File: config.mk
export PLATFORM = sky130hd
export DESIGN_NAME = conv_encoder
export DESIGN_NICKNAME = d
export VERILOG_FILES = /design/src/rtl/conv_encoder.sv
export SDC_FILE = /design/constraint.sdc
export NUM_CORES = 1
export LEC_CHECK = 0
export CAP_MARGIN = 25
export CORE_MARGIN = 4
export CORE_UTILIZATION = 28
export CTS_CLUSTER_SIZE = 28
export DETAILED_ROUTE_END_ITERATION = 8
export SLEW_MARGIN = 10
export SYNTH_ARGS = -nofsm -noshare
export SYNTH_HDL_FRONTEND = slang
export SYNTH_SLANG_ARGS = --single-unit
export TNS_END_PERCENT = 20
File: constraint.sdc
create_clock -name clk -period 2.05 [get_ports clk]
set_clock_uncertainty 0.1 [all_clocks]
set_input_delay 0.41 -clock clk [delete_from_list [all_inputs] [get_ports clk]]
set_output_delay 0.41 -clock clk [all_outputs]
set_load 0.05 [all_outputs]
File: src/rtl/conv_encoder.sv
// conv_encoder: rate-1/2 K=7 (133/171 octal) convolutional encoder with 802.11a puncturing.
// Puncturing (rates 2/3, 3/4) is compiled only when CONV_ENC_PUNCTURE_EN is defined.
module conv_encoder (
    input  logic       clk,
    input  logic       rst,
    input  logic       in_bit,
    input  logic       in_valid,
    output logic       in_ready,
    input  logic       in_first,
    input  logic       in_last,
    input  logic [1:0] rate,
    output logic       out_bit,
    output logic       out_valid,
    input  logic       out_ready,
    output logic       out_last
);
    logic [5:0] sr_q, sr_d, sr_cur;
    logic [1:0] hold_q, hold_d, cnt_q, cnt_d, ld;
    logic       last_q, last_d, acc, emit, a, b, two;

    assign in_ready  = (cnt_q == 2'd0) || (cnt_q == 2'd1 && out_ready);
    assign acc       = in_valid && in_ready;
    assign out_valid = cnt_q != 2'd0;
    assign emit      = out_valid && out_ready;
    assign out_bit   = hold_q[0];
    assign out_last  = last_q && cnt_q == 2'd1;
    // A frame start encodes against an all-zero history.
    assign sr_cur    = in_first ? 6'd0 : sr_q;
    assign a         = in_bit ^ sr_cur[1] ^ sr_cur[2] ^ sr_cur[4] ^ sr_cur[5];
    assign b         = in_bit ^ sr_cur[0] ^ sr_cur[1] ^ sr_cur[2] ^ sr_cur[5];

`ifdef CONV_ENC_PUNCTURE_EN
    logic [1:0] rate_q, rate_d, rate_cur, ph_q, ph_d, ph_cur, ph_nx;
    assign rate_cur = in_first ? (rate == 2'b11 ? 2'b00 : rate) : rate_q;
    assign ph_cur   = in_first ? 2'd0 : ph_q;
    assign two      = ph_cur == 2'd0;
    assign ld       = two ? {b, a} : {1'b0, ph_cur == 2'd1 ? a : b};
    assign ph_nx    = rate_cur == 2'b10 ? (ph_cur == 2'd2 ? 2'd0 : ph_cur + 2'd1) :
                      rate_cur == 2'b01 ? (ph_cur == 2'd1 ? 2'd0 : 2'd1) : 2'd0;
`else
    logic unused_rate;
    assign unused_rate = ^rate;
    assign two         = 1'b1;
    assign ld          = {b, a};
`endif

    always_comb begin
        sr_d   = sr_q;
        hold_d = hold_q;
        cnt_d  = cnt_q;
        last_d = last_q;
`ifdef CONV_ENC_PUNCTURE_EN
        rate_d = rate_q;
        ph_d   = ph_q;
`endif
        // An accept only happens once the buffer is empty or draining its last bit.
        if (acc) begin
            sr_d   = {sr_cur[4:0], in_bit};
            hold_d = ld;
            cnt_d  = two ? 2'd2 : 2'd1;
            last_d = in_last;
`ifdef CONV_ENC_PUNCTURE_EN
            rate_d = rate_cur;
            ph_d   = ph_nx;
`endif
        end else if (emit) begin
            hold_d = {1'b0, hold_q[1]};
            cnt_d  = cnt_q - 2'd1;
        end
    end

    always_ff @(posedge clk or posedge rst) begin
        if (rst) begin
            sr_q   <= '0;
            hold_q <= '0;
            cnt_q  <= '0;
            last_q <= 1'b0;
`ifdef CONV_ENC_PUNCTURE_EN
            rate_q <= '0;
            ph_q   <= '0;
`endif
        end else begin
            sr_q   <= sr_d;
            hold_q <= hold_d;
            cnt_q  <= cnt_d;
            last_q <= last_d;
`ifdef CONV_ENC_PUNCTURE_EN
            rate_q <= rate_d;
            ph_q   <= ph_d;
`endif
        end
    end
endmodule
==> out/summary.md <==
* **vertical die dimension** 53.9 um
* **initial antenna violation count** 0
* **Detailed Routing Iterations Pass 1** 2
* **most used standard cell by instance count after synthesis** sky130_fd_sc_hd__nand2_1
* **ys flop type** sky130_fd_sc_hd__dfrtp_1
* **ranking of synthesized cells by instance count** sky130_fd_sc_hd__nand2_1, sky130_fd_sc_hd__dfrtp_1, sky130_fd_sc_hd__o21ai_0
* **path type of the worst min-delay path** in2async
* **Area growth syn-to-layout** 35.4%
* **final WL** 1080 um
* **Synthesized Nets** 75
* **largest net degree at the start of global routing** 12
* **path type of the worst setup path** reg2out
* **count of input and output buffers** 10
* **slowest cell on the critical path** sky130_fd_sc_hd__clkdlybuf4s50_1
* **synthesized flop and latch total** 11
* **Final Hold Fails** 0
* **global router's overall resource usage** 8.90%
* **Bufs on Longest Clock Path** 2
* **fillcell total** 202
* **first-pass GRT wire length** 1800 um
* **CP Capture Type** output pin
* **routed len/inst** 10.1 um
* **leakage component of the power** 0.370 nW
* **Yosys warnings** 0
* **WP data required** 1540 ps
* **transition time of the tightest slew-check pin** 486 ps
* **remaining number of nets flagged by the antenna check after routing** 0
* **synth unique cells** 20
* **mean area per synthesized cell** 9.23 um^2
* **first-iteration detailed-routing DRC count** 6
* **I/O pin total** 13
* **depth of the worst register-to-register path** 6
* **dpl cells** 103
* **TritonCTS clock tree** yes
* **die area** 2910 um^2
* **biggest cell delay along the critical path** 800 ps
* **launching point of the worst reg2reg path** cnt_q[0]$_DFFE_PP0P_
* **vias post-DR** 458
* **number of cells upsized or downsized after cts** 0
* **CTS clk-pin slew, worst paths** 70 ps
* **number of rows created at floorplan** 16
* **share of synthesized registers carrying an async set or reset** 100%
* **largest fanout of any net on the critical path** 2
* **biggest area contributors in the synthesized netlist** sky130_fd_sc_hd__dfrtp_1, sky130_fd_sc_hd__nand2_1, sky130_fd_sc_hd__o21ai_0
* **number of enable flip-flop cells after synthesis** 0
* **dominant cell type by area after synthesis** sky130_fd_sc_hd__dfrtp_1
* **highest clock frequency the design can meet** 518 MHz
* **worst reg2reg endpoint** hold_q[0]$_DFFE_PP0P_
* **clock latency reported for the late side of the worst-skew pair** 270 ps
* **Detailed Place HPWL** 848 um
* **post-synthesis cell count** 64
* **average via count per standard cell** 4.28
* **vias in the first global route** 426
* **unrepaired setup endpoints after global routing** no
* **status** finished, final reports clean
* **family with the most delay on the worst path** buffers and inverters
* **setup-violating endpoint count in the final report** 0
* **final std cells w/o fill** 107
* **Root Buffer** sky130_fd_sc_hd__clkbuf_4
* **final cell utilization of the core** 40.3%
* **portion of synthesized cell area occupied by the leading cell type** 46.6%
* **number of post-CTS setup repair buffers** 0
* **DRC violations left** 0
* **count of hold-fix buffers inserted at cts** 0
* **total negative slack for setup checks** 0 ps
* **arrival time of the worst setup path** 1420 ps
* **clock sink count** 11
* **Initial Util** 29.8%
* **buffers and inverters on the worst path** 1
* **worst voltage drop across the vdd grid** 707 uV
* **Sequential cell area** 275 um^2
* **number of clock buffers inserted by TritonCTS** 3
* **Worst setup SP type** flip-flop
* **Clock H-tree levels** 1
* **gpl congestion** 0.686
* **register area share after synthesis** 46.6%
* **Die X-Extent** 53.9 um
* **grt ovf** 0
* **clock period minus final worst setup slack** 1930 ps
* **crit share post-route** 94.2%
* **area of the core** 1980 um^2
* **Pwr Density** 1410 nW/um^2
* **Critical Path Stages** 1
* **share of post-route cells with drive strength above 1** 13.8%
* **diode insertion count for antenna repair** 0
* **Post-Syn Area** 591 um^2
* **Final Net Count** 92
* **Relative slew margins** 67.5%
* **area of the multi-input gates** 297 um^2
* **setup slack of the most critical reg-to-reg path** 290 ps
* **total of max-cap violations** 0
* **total count of max-transition violations in the final report** 0
* **cells traversed along the worst timing path** clkdlybuf4s50_1
[placed cells by master (no fill, tap or decap), drive strengths merged, types with 3 or more instances in the layout]
master         netlist  routed
inv                  4       4
xor2                 3       3
clkbuf               1       4
nand2               16      16
dfrtp               11      11
nand2b               4       4
buf                  0       6
clkdlybuf4s50        0       7
nor2                 3       3
o21ai                6       6
[power breakdown]
group          internal, mW  switching [mW]
sequential            0.303          0.0660
combinational         0.288           0.325
clock                0.0753          0.0717
total                 0.667           0.463
[area by class of cell]
type | instances | area share (%)
inverters | 4 | 1.88
well taps | 27 | 4.23
flip-flops and latches | 11 | 34.4
multi-input cells | 48 | 37.1
repair buffers | 13 | 19.1
clock buffers | 4 | 3.29
[routing by layer]
layer	routed length [um]	global-route usage, %	vias up	share of wire, %
met3	84	4.43	0	7.8
met5	0	0	-	0
met4	0	2.55	0	0
met2	502	15.3	12	47
met1	491	9.50	204	46
li1	-	-	242	-
[metrics by stage]
stage                     setup WS [ps]  hold slack, ps  area [um^2]  total power, mW
after floorplan                    70.0             162          591            0.774
after global placement             66.3             359          773            0.987
after detailed placement           61.8             364          773            0.994
after CTS                           111             350          800             1.15
after global routing               66.6             370          800             1.23
final                               119             333          800             1.13
[worst max path at each step]
stage                     startpoint                    end  slack (ps)
2_1_floorplan   cnt_q[0]$_DFFE_PP0P_  hold_q[1]$_DFFE_PP0P_          70
3_3_place_gp               out_ready  hold_q[0]$_DFFE_PP0P_          70
3_5_place_dp               out_ready  hold_q[1]$_DFFE_PP0P_          60
4_1_cts        hold_q[0]$_DFFE_PP0P_                out_bit         110
5_1_grt        hold_q[0]$_DFFE_PP0P_                out_bit          70
6_report       hold_q[0]$_DFFE_PP0P_                out_bit         120
[cell families after synthesis]
group	share of synthesized area, %
buf+inv	3.18
xor+xnor	8.69
compound gates	11.4
simple gates	22.2
flops	46.6
fa+ha+maj	4.24
mux	3.60
[registers in the layout, summed over array words and instances, names as in the netlist]
register and flops:
sr_q 6, cnt_q 2, hold_q 2, last_q 1
Power figures use the tool's default switching activity.
